**src/rtl/mmio_sensor_hub.sv**
```systemverilog
// Sensor aggregation peripheral on the picorv32 native bus: live registers, a tagged sample FIFO
// fed by per-channel pending slots through a fixed-priority arbiter, and a FIFO-level interrupt.
module mmio_sensor_hub #(
    parameter int unsigned NUM_CH     = 4,
    parameter int unsigned DATA_W     = 16,
    parameter int unsigned FIFO_DEPTH = 16,
    parameter logic [31:0] BASE_ADDR  = 32'h2000_0000
) (
    input  logic                     clk,
    input  logic                     reset,
    input  logic                     mem_valid,
    input  logic [31:0]              mem_addr,
    input  logic [31:0]              mem_wdata,
    input  logic [3:0]               mem_wstrb,
    output logic                     hub_sel,
    output logic                     mem_ready,
    output logic [31:0]              mem_rdata,
    input  logic [NUM_CH*DATA_W-1:0] ch_data,
    input  logic [NUM_CH-1:0]        ch_valid,
    output logic                     irq
);

    localparam int unsigned PTR_W = $clog2(FIFO_DEPTH);
    localparam int unsigned CNT_W = PTR_W + 1;
    localparam int unsigned ENT_W = 3 + DATA_W;

    logic                           ready_q, ready_d;
    logic [31:0]                    rdata_q, rdata_d;
    logic                           irq_q, irq_d;
    logic [NUM_CH-1:0]              ch_en_q, ch_en_d;
    logic                           irq_en_q, irq_en_d;
    logic [7:0]                     thresh_q, thresh_d;
    logic                           ovf_q, ovf_d;
    logic [NUM_CH-1:0][DATA_W-1:0]  live_q, live_d;
    logic [NUM_CH-1:0]              pend_q, pend_d;
    logic [NUM_CH-1:0][DATA_W-1:0]  pdata_q, pdata_d;
    logic [PTR_W-1:0]               wptr_q, wptr_d, rptr_q, rptr_d;
    logic [CNT_W-1:0]               count_q, count_d;
    logic [ENT_W-1:0]               fifo_q [FIFO_DEPTH];

    logic              access, rd_acc, wr_acc, empty, full, pop, push;
    logic [5:0]        word;
    logic [ENT_W-1:0]  head, push_entry;
    logic [NUM_CH-1:0] win_oh;
    logic [31:0]       ctrl_merge;
    logic              unused_bits;

    assign hub_sel   = mem_valid && (mem_addr[31:8] == BASE_ADDR[31:8]);
    assign mem_ready = ready_q;
    assign mem_rdata = rdata_q;
    assign irq       = irq_q;

    assign word   = mem_addr[7:2];
    assign access = hub_sel && !ready_q;
    assign rd_acc = access && (mem_wstrb == 4'h0);
    assign wr_acc = access && (mem_wstrb != 4'h0);
    assign empty  = (count_q == '0);
    assign full   = (count_q == CNT_W'(FIFO_DEPTH));
    assign head   = fifo_q[rptr_q];
    assign pop    = rd_acc && (word == 6'h03) && !empty;
    assign push   = (pend_q != '0) && (!full || pop);

    assign unused_bits = ^{mem_addr[1:0], ctrl_merge};

    // Register read mux; evaluated on pre-update state, registered with the ready pulse.
    always_comb begin
        rdata_d = '0;
        if (rd_acc) begin
            case (word)
                6'h00: begin
                    rdata_d[NUM_CH-1:0] = ch_en_q;
                    rdata_d[16]         = irq_en_q;
                end
                6'h01: rdata_d = {16'h0, 8'(count_q), 5'h0, ovf_q, full, empty};
                6'h02: rdata_d = {24'h0, thresh_q};
                6'h03: begin
                    if (!empty) begin
                        rdata_d = {1'b1, 4'h0, head[ENT_W-1 -: 3], 24'(head[DATA_W-1:0])};
                    end
                end
                default: begin
                    for (int i = 0; i < NUM_CH; i++) begin
                        if (word == 6'(i + 4)) rdata_d = 32'(live_q[i]);
                    end
                end
            endcase
        end
    end

    // Fixed-priority arbiter: the lowest pending channel wins.
    always_comb begin
        win_oh     = '0;
        push_entry = '0;
        for (int i = NUM_CH - 1; i >= 0; i--) begin
            if (pend_q[i]) begin
                win_oh     = '0;
                win_oh[i]  = 1'b1;
                push_entry = {3'(i), pdata_q[i]};
            end
        end
    end

    always_comb begin
        live_d  = live_q;
        pend_d  = pend_q;
        pdata_d = pdata_q;
        ovf_d   = ovf_q;
        if (wr_acc && (word == 6'h01) && mem_wdata[2]) ovf_d = 1'b0;
        for (int i = 0; i < NUM_CH; i++) begin
            if (push && win_oh[i]) pend_d[i] = 1'b0;
            if (ch_valid[i] && ch_en_q[i]) begin
                live_d[i]  = ch_data[i*DATA_W +: DATA_W];
                // A still-pending sample that did not reach the FIFO is lost.
                if (pend_d[i]) ovf_d = 1'b1;
                pend_d[i]  = 1'b1;
                pdata_d[i] = ch_data[i*DATA_W +: DATA_W];
            end
        end
    end

    always_comb begin
        ctrl_merge              = '0;
        ctrl_merge[NUM_CH-1:0]  = ch_en_q;
        ctrl_merge[16]          = irq_en_q;
        for (int b = 0; b < 4; b++) begin
            if (mem_wstrb[b]) ctrl_merge[8*b +: 8] = mem_wdata[8*b +: 8];
        end
        ch_en_d  = ch_en_q;
        irq_en_d = irq_en_q;
        thresh_d = thresh_q;
        if (wr_acc && (word == 6'h00)) begin
            ch_en_d  = ctrl_merge[NUM_CH-1:0];
            irq_en_d = ctrl_merge[16];
        end
        if (wr_acc && (word == 6'h02) && mem_wstrb[0]) thresh_d = mem_wdata[7:0];
    end

    always_comb begin
        wptr_d  = push ? wptr_q + PTR_W'(1) : wptr_q;
        rptr_d  = pop ? rptr_q + PTR_W'(1) : rptr_q;
        count_d = count_q;
        case ({push, pop})
            2'b10:   count_d = count_q + CNT_W'(1);
            2'b01:   count_d = count_q - CNT_W'(1);
            default: count_d = count_q;
        endcase
        ready_d = access;
        irq_d   = irq_en_d && (thresh_d != 8'h0) && (8'(count_d) >= thresh_d);
    end

    always_ff @(posedge clk) begin
        if (reset) begin
            ready_q  <= 1'b0;
            rdata_q  <= '0;
            irq_q    <= 1'b0;
            ch_en_q  <= '0;
            irq_en_q <= 1'b0;
            thresh_q <= 8'd1;
            ovf_q    <= 1'b0;
            live_q   <= '0;
            pend_q   <= '0;
            pdata_q  <= '0;
            wptr_q   <= '0;
            rptr_q   <= '0;
            count_q  <= '0;
        end else begin
            ready_q  <= ready_d;
            rdata_q  <= rdata_d;
            irq_q    <= irq_d;
            ch_en_q  <= ch_en_d;
            irq_en_q <= irq_en_d;
            thresh_q <= thresh_d;
            ovf_q    <= ovf_d;
            live_q   <= live_d;
            pend_q   <= pend_d;
            pdata_q  <= pdata_d;
            wptr_q   <= wptr_d;
            rptr_q   <= rptr_d;
            count_q  <= count_d;
        end
    end

    always_ff @(posedge clk) begin
        if (push) fifo_q[wptr_q] <= push_entry;
    end

endmodule

```
**config.mk**
```make
export PLATFORM = sky130hd
export DESIGN_NAME = mmio_sensor_hub
export DESIGN_NICKNAME = d
export VERILOG_FILES = /design/src/rtl/mmio_sensor_hub.sv
export SDC_FILE = /design/constraint.sdc
export NUM_CORES = 1
export LEC_CHECK = 0
export CAP_MARGIN = 0
export CORE_MARGIN = 4
export CORE_UTILIZATION = 60
export CTS_BUF_LIST = sky130_fd_sc_hd__clkbuf_16
export DETAILED_ROUTE_END_ITERATION = 8
export PLACE_DENSITY_LB_ADDON = 0.2
export SLEW_MARGIN = 10
export SYNTH_ARGS = -nofsm -noshare
export SYNTH_HDL_FRONTEND = slang
export SYNTH_SLANG_ARGS = --single-unit
```
**constraint.sdc**
```tcl
create_clock -name clk -period 11.9 [get_ports clk]
set_clock_uncertainty 0.05 [all_clocks]
set_input_delay 2.38 -clock clk [delete_from_list [all_inputs] [get_ports clk]]
set_output_delay 2.38 -clock clk [all_outputs]
set_load 0.03 [all_outputs]
```
# --- Word-level counts from Yosys, hierarchy flattened ---
# Memories as Yosys holds them, arrays and structs flattened. A register that Yosys moved wholly into a read port is not among the register bits.
# Cells that the tools add are included.
word_totals:
  register_bits: 129
  latchBits: 0
  ramBits: 304
  romBits: 0
  in_bits: 139
  mem_count: 1
memory_table:
  columns: ["memory", "words", "word_bits", "read_ports", "rd_clocked_by_memory_dff", "write_ports", "line_no", "source"]
  rows:
  - ["fifo_q", 16, 19, 1, 1, 1, "39", "logic [ENT_W-1:0] fifo_q [FIFO_DEPTH];"]
op_classes:
  addsub: 4
  multipliers: 0
  n_div: 0
  magnitude_cmp: 1
  n_eq_ne: 11
  n_shift: 0
  muxes: 42
  n_bitwise: 1
  reduce_logical: 36
op_table:
  columns: ["cell", "n"]
  rows:
  - ["$mux W32", 4]
  - ["$mux W19", 3]
  - ["$pmux W12 S4", 1]
  - ["$pmux W15 S2", 1]
  - ["$eq A24 B22 Y1 const B", 1]
  - ["$eq A6 B3 Y1 const B", 4]
  - ["$mux W4", 6]
  - ["$logic_and A1 B1 Y1", 22]
  - ["$mux W1", 21]
  - ["$mux W18", 1]
  - ["$mux W16", 1]
  - ["$pmux W4 S4", 1]
  - ["$eq A6 B2 Y1 const B", 2]
  - ["$pmux W5 S2", 1]
  - ["$add A4 B1 Y4 const B", 2]
  - ["$ge A5 B8 Y1", 1]
  - ["$mux W8", 1]
  - ["$reduce_bool A4 Y1", 2]
  - ["$reduce_bool A8 Y1", 1]
  - ["$eq A6 B1 Y1 const B", 1]
  - ["$logic_not A6 Y1", 1]
  - ["$add A5 B1 Y5 const B", 1]
  - ["$eq A5 B5 Y1 const B", 1]
  - ["$logic_not A5 Y1", 1]
  - ["11 further kinds", 14]

# --- Depth between registers and ports, before layout ---
# Gate-level depths: netlist of the first run.
logic_depth:
  word_depth: 18
  depth_mapped: 13
  mapped_depth_nobuf: 13

# --- Worst setup path after synthesis of the first run ---
# OpenSTA, ideal clock, no wires.
synth_timing:
  kind: "in2reg"
  startpoint: "input port mem_addr[12]"
  endpoint: "memory fifo_q[0][0] (netlist bit), enable pin"
  t_arrival_ns: 5.450
  path_slack_ns: 5.961
  path_stages: 5
  n_path_buf: 0
  path_cell_list: "nor4_1 > nand4_1 > or3_4 > a21oi_4 > nor4bb_1"
synth_between:
  elab_chain_len: 10
synth_lines:
  columns: ["element", "line_no", "source"]
  rows:
  - ["start, declared", "12", "input logic [31:0] mem_addr,"]
  - ["$eq A24 B22 Y1", "48", "assign hub_sel = mem_valid && (mem_addr[31:8] == BASE_ADDR[31:8]);"]
  - ["$logic_and A1 B1 Y1", "48", null]
  - ["$logic_and A1 B1 Y1", "54", "assign access = hub_sel && !ready_q;"]
  - ["$logic_and A1 B1 Y1", "55", "assign rd_acc = access && (mem_wstrb == 4'h0);"]
  - ["$logic_and A1 B1 Y1 (2 in series)", "60", "assign pop = rd_acc && (word == 6'h03) && !empty;"]
  - ["$logic_or A1 B1 Y1", "61", "assign push = (pend_q != '0) && (!full || pop);"]
  - ["$logic_and A1 B1 Y1", "61", null]
  - ["$mux W1", "184", "if (push) fifo_q[wptr_q] <= push_entry;"]
  - ["$mux W1 (not written as such)", "184", null]
  - ["end, declared", "39", null]
# No other way between the ends.

# --- Final worst setup path of the first run ---
layout_timing:
  startpoint: "input port mem_addr[9]"
  endpoint: "output port hub_sel"
layout_between:
  elab_chain_len: 2
layout_lines:
  columns: ["element", "line_no", "source"]
  rows:
  - ["$eq A24 B22 Y1", "48", null]
  - ["$logic_and A1 B1 Y1", "48", null]
  - ["end, declared", "15", "output logic hub_sel,"]
# No other way between the ends.

==> metrics.txt, run 1 <==
status=finished, final reports clean; WL final=43.5 mm; Worst Min Path Start=irq_en_q; EDFF count, synth=288; total global routing track utilization=0.281; RD Place Congestion=0.855; Worst setup SP type=input port; Worst Setup End Kind=output port; Highest Clock Rate=0.146 GHz; ranking of synthesized cells by area=edfxtp_1, dfxtp_1, mux4_2; first-pass GRT wire length=65.5 mm; Final Power=2790 uW; Mapped Avg Cell Area=14.4 um^2; Ant. Diodes=0; CTS tree=yes; Die X=177 um; cell occurring most often along the worst timing path=clkdlybuf4s50_1; Compound-Gate Fraction of Synth Area=0.0674; Async SR Flop Fraction=0; Post-Synthesis Cells=1,184; Least-Margin Pin Slew=1.21 ns; sequential share of the synthesized area=0.649; Setup TNS Final=0 ns; WHS=0.386 ns; VDD IR-drop max=142 uV; met2 Track Usage GR=0.450; Mapped Area=0.0170 mm^2; CP required=9.47 ns; CTS max path bufs=3; Tmin final=6.83 ns; Seq cells post-synth=409; H-tree Lvls=2; CTS resizes=0; Area growth, synth to finish=18.0%; global route overflow=0; most numerous cell in the Yosys netlist=edfxtp_1; crit-path max cell delay=0.69 ns; DR iter-0 viols=1,319; vias in the first global route=10.7k; Design Area, Final=0.0201 mm^2; # DRC=0; max-cap violations=0; clock root cell=clkbuf_16; post-DP HPWL=26.0 mm; relative slew slack=0.190; Nets=1,481; worst path cell trace=clkdlybuf4s50_1 -> nor4b_2 -> nand4_1 -> nor2_1 -> clkdlybuf4s50_1; largest net degree at the start of global routing=101; Clock Pin Slew Worst Setup and Hold Paths=0.05 ns; cell family with most CP delay=buffers and inverters; Core Region=0.0279 mm^2; Post-Synth XOR/XNOR Area=0.00206; Max Slew Vio Count=0; GR peak layer=met2; CP Max Fanout=6; CP bufs+invs=2; most instantiated cells after synthesis=edfxtp_1, nand2_1, a21oi_1; fin crit share=0.574; simple-gate area share of the yosys netlist=0.0940; final hold vios=0; initial antenna violation count=1; count of cell types in the netlist=64; Sink Count=409; post-synth top area cell=edfxtp_1; Crit-path slowest cell=clkdlybuf4s50_1; RSZ-0062 raised after global routing=no; die area=0.0312 mm^2; IO Pins=174; Most used DFF post-synth=edfxtp_1; top cell type's share of synthesized area=0.507; Port Buffers=136; wire length per cell=25.0 um; Placed Area=0.0188 mm^2; area of the multi-input gates=0.00561 mm^2; Post-Synth Adder-Cell Area=0.0107; worst hold-check path type=flip-flop to flip-flop; largest family of logic cells by synthesized area=multiplexers; final setup vio count=0; Fill cells=1,849; critical path class=input port to output port; reg2reg start=pend_q[0]; Setup Buffers After CTS=0; Setup crit start=mem_addr[9]; die span in y=177 um; leakage=0.00706 uW; DRT antenna net count=0; Vias/cell=6.14; grt met1 use=0.386; mux contribution to synthesized area=0.151; CTS hold repair buffers=0; global-route met3 utilization=0.0640; total CTS buffers=41; CP arrival=4.40 ns; Synth Warn #=0; std cell rows=61; PwrDens=139 mW/mm^2; Initial Utilization=0.610; proportion of layout cells with a drive suffix above 1=0.163; vias after detailed routing=10.7k; Register Area=0.0111 mm^2; DRT Pass-1 Iters=5; worst skew pair latency=0.55 ns
## metal layers
metal,vias up,routed length [um]
li1,4781,-
met1,5262,16700
met2,550,21000
met3,87,4170
met4,0,1580
met5,-,0
## cells in the final DEF, fill, tap and decap left out, drive strengths merged, types with 5 or more instances in the layout
| master | instances |
|---|---|
| a22oi | 15 |
| nor2b | 8 |
| clkdlybuf4s50 | 135 |
| and2 | 10 |
| edfxtp | 288 |
| and4 | 6 |
| and3 | 8 |
| a211oi | 6 |
| o21ai | 23 |
| buf | 40 |
| ha | 13 |
| mux2i | 23 |
| or4 | 6 |
| clkinv | 19 |
| nor2 | 43 |
| nand2 | 183 |
| nor3 | 5 |
| clkbuf | 42 |
| a21oi | 127 |
| nand3 | 22 |
| conb | 12 |
| inv | 20 |
| dfxtp | 121 |
| nand2b | 11 |
| mux4 | 100 |
| a21o | 5 |
| mux2 | 7 |
| nor4 | 9 |
## power breakdown
group | switching (uW) | internal (uW)
clock network | 534 | 686
registers | 0.000000165 | 1500
logic | 27.2 | 38.5
total | 561 | 2230
## tightest hold or removal path: stages (launching register included)
cell,delay (ns)
dfxtp_1,0.31
nand2_1,0.05
nor2_1,0.03
## worst paths after layout
path                   endpoint  slack, ns  cells past startpoint
setup reg to reg            irq       7.93                     12
hold reg to reg   mem_rdata[16]       0.39                      2
setup / recovery        hub_sel       5.07                      5
hold / removal    mem_rdata[16]       0.39                      2
## sequential cells by signal, indices dropped and copies added, names as in the netlist, 5 cells and up, named ones only
register	count
fifo_q	288
thresh_q	8
mem_rdata	20
count_q	5
pdata_q	64
## per-stage QoR
step,cells,setup WS [ns],util
floorplan,1195,5.96,-
global placement,1663,5.07,0.675
detailed placement,1663,5.06,0.675
CTS,1738,5.06,0.720
global route,1738,4.97,0.720
finish,1738,5.07,0.720
## kinds of logic after synthesis
family          count (synthesis)
simple gates                  333
mux                           130
xor+xnor                        4
other cells                     1
buf+inv                        95
compound gates                198
flops                         409
fa+ha+maj                      14
## cell type report
type,instances,share of cell area
clock inverters,33,0.0108
flip-flops and latches,409,0.551
repair buffers,175,0.0821
inverters,10,0.00187
multi-input cells,691,0.279
well taps,378,0.0235
clock buffers,42,0.0522
No activity file was read; power rests on OpenSTA's default activity.
==> run 2: changes to the inputs <==
Settings changed: CORE_UTILIZATION 60 to 51.
Clock period 11.9 ns to 6.2 ns, I/O delays scaled along.
==> metrics.txt, run 2 (synthesis results as in run 1) <==
status=finished, final reports clean (unchanged); reg2reg start=count_q[3] (was pend_q[0]); Max Slew Vio Count=0 (unchanged); total CTS buffers=42 (was 41); Setup TNS Final=0 ns (unchanged); Final Power=5360 uW (was 2790 uW); Layout Utilization=0.617 (was 0.720); global route overflow=0 (unchanged); fin crit share=0.736; PwrDens=265 mW/mm^2 (was 139 mW/mm^2); CTS tree=yes (unchanged); Die X=191 um (was 177 um); PnR worst setup slack=1.64 ns (was 5.07 ns); proportion of layout cells with a drive suffix above 1=0.172 (was 0.163); worst hold-check path type=flip-flop to flip-flop (unchanged); Worst Setup End Kind=flip-flop (was output port); Placed Area=0.0190 mm^2 (was 0.0188 mm^2); die area=0.0364 mm^2 (was 0.0312 mm^2); max-cap violations=0 (unchanged); Ant. Diodes=0 (unchanged); die span in y=191 um (was 177 um); IO Pins=174 (unchanged); Setup Buffers After CTS=0 (unchanged); leakage=0.00711 uW (was 0.00706 uW); RD Place Congestion=0.851 (was 0.855); RSZ-0062 raised after global routing=no (unchanged); most frequent cells in the layout=edfxtp_1, nand2_1, clkdlybuf4s50_1 (unchanged); worst skew pair latency=0.55 ns (about the same); CP arrival=4.93 ns (was 4.40 ns); total global routing track utilization=0.235 (was 0.281); Crit-path slowest cell=nor4_4 (was clkdlybuf4s50_1); worst path cell trace=clkdlybuf4s50_1 -> nor4_4 -> o2111ai_2 -> nor4_2 -> buf_4 -> ha_1 -> a21o_1 -> a211oi_1 -> nor4b_1 -> a21o_2 -> a21oi_1 -> ha_1 -> a21oi_1 -> o21ai_0 -> and3_1 (was clkdlybuf4s50_1 -> nor4b_2 -> nand4_1 -> nor2_1 -> clkdlybuf4s50_1); Port Buffers=136 (unchanged); clock root cell=clkbuf_16 (unchanged); pre-CTS setup slack=1.15 ns (was 5.06 ns); Tmin final=4.56 ns; CTS resizes=0 (unchanged); DRT Pass-1 Iters=5 (unchanged); Fill cells=2,472 (was 1,849); first-pass GRT wire length=64.3 mm (was 65.5 mm); Clock Pin Slew Worst Setup and Hold Paths=0.06 ns (was 0.05 ns); Core Region=0.0328 mm^2 (was 0.0279 mm^2); metal3 WL=3.27 mm (was 4.17 mm); Design Area, Final=0.0202 mm^2 (was 0.0201 mm^2); Worst setup SP type=input port (unchanged); final hold vios=0 (unchanged); largest net degree at the start of global routing=83 (was 101); vias after detailed routing=10.5k (was 10.7k); post-DP HPWL=26.5 mm (was 26.0 mm); vias in the first global route=10.5k (was 10.7k); met2 WL=21.5 mm (was 21.0 mm); Setup crit start=mem_addr[7] (was mem_addr[9]); max reg flops=288 (unchanged); Vias/cell=5.81 (was 6.14); routed length on met1=17.6 mm (was 16.7 mm); final setup vio count=0 (unchanged); Highest Clock Rate=0.219 GHz; H-tree Lvls=2 (unchanged); Nets=1,486 (was 1,481); CTS max path bufs=3 (unchanged); Area growth, synth to finish=18.7% (was 18.0%); critical path class=input port to flip-flop (was input port to output port); crit-path max cell delay=0.50 ns (was 0.69 ns); relative slew slack=0.260 (was 0.190); WL final=43.4 mm (was 43.5 mm); Worst Min Path Start=irq_en_q (unchanged); Sink Count=409 (unchanged); Top Metal Used=met4 (unchanged); CTS hold repair buffers=0 (unchanged); # DRC=0 (unchanged); VDD IR-drop max=231 uV (was 142 uV); CP required=6.57 ns (was 9.47 ns); Least-Margin Pin Slew=1.10 ns (was 1.21 ns); Initial Utilization=0.520 (was 0.610); DR iter-0 viols=890 (was 1,319); most common cell after layout, fill and taps aside=edfxtp_1 (unchanged); initial antenna violation count=1 (unchanged); CP Max Fanout=7 (was 6); wire length per cell=24.0 um (was 25.0 um); Top reg by flops=fifo_q (unchanged); DRT antenna net count=0 (unchanged); std cell rows=66 (was 61)
-- run 2: path summary, 6_finish.rpt --
kind / end / slack [ns] / cells past startpoint
min reg2reg: mem_rdata[16] / 0.38 / 2
max reg2reg: irq / 2.44 / 14
max: irq / 1.64 / 15
min: mem_rdata[16] / 0.38 / 2
-- run 2: final cells by class --
class,count,area (um^2),area share
flip-flops and latches,409,11100,0.548
inverters,10,37.5,0.00186
well taps,442,553,0.0273
multi-input cells,691,5600,0.277
repair buffers,179,1680,0.0831
clock buffers,43,1080,0.0532
clock inverters,35,201,0.00996
-- run 2: worst max-delay path, delay by kind of cell --
family                   cells  cell delay (ns)
AND/OR/NAND/NOR              4             1.29
AO/OA/AOI/OAI                7             1.13
buffers and inverters        2             0.69
adder cells (fa/ha/maj)      2             0.57
-- run 2: per-layer routing --
layer	vias to the layer above	track usage
met5	-	0
li1	4797	-
met2	395	0.396
met1	5255	0.318
met3	56	0.0447
met4	0	0.0660
-- run 2: report_power, final --
group | total (uW) | switching [uW] | internal [uW]
Sequential | 2890 | 0.000000292 | 2890
Clock | 2350 | 1040 | 1310
Combinational | 126 | 52.2 | 73.8
-- run 2: stage by stage --
stage	hold WS, ns	std cells
floorplan	0.360	1195
global placement	0.368	1731
detailed placement	0.376	1731
CTS	0.383	1809
global route	0.425	1809
finish	0.381	1809
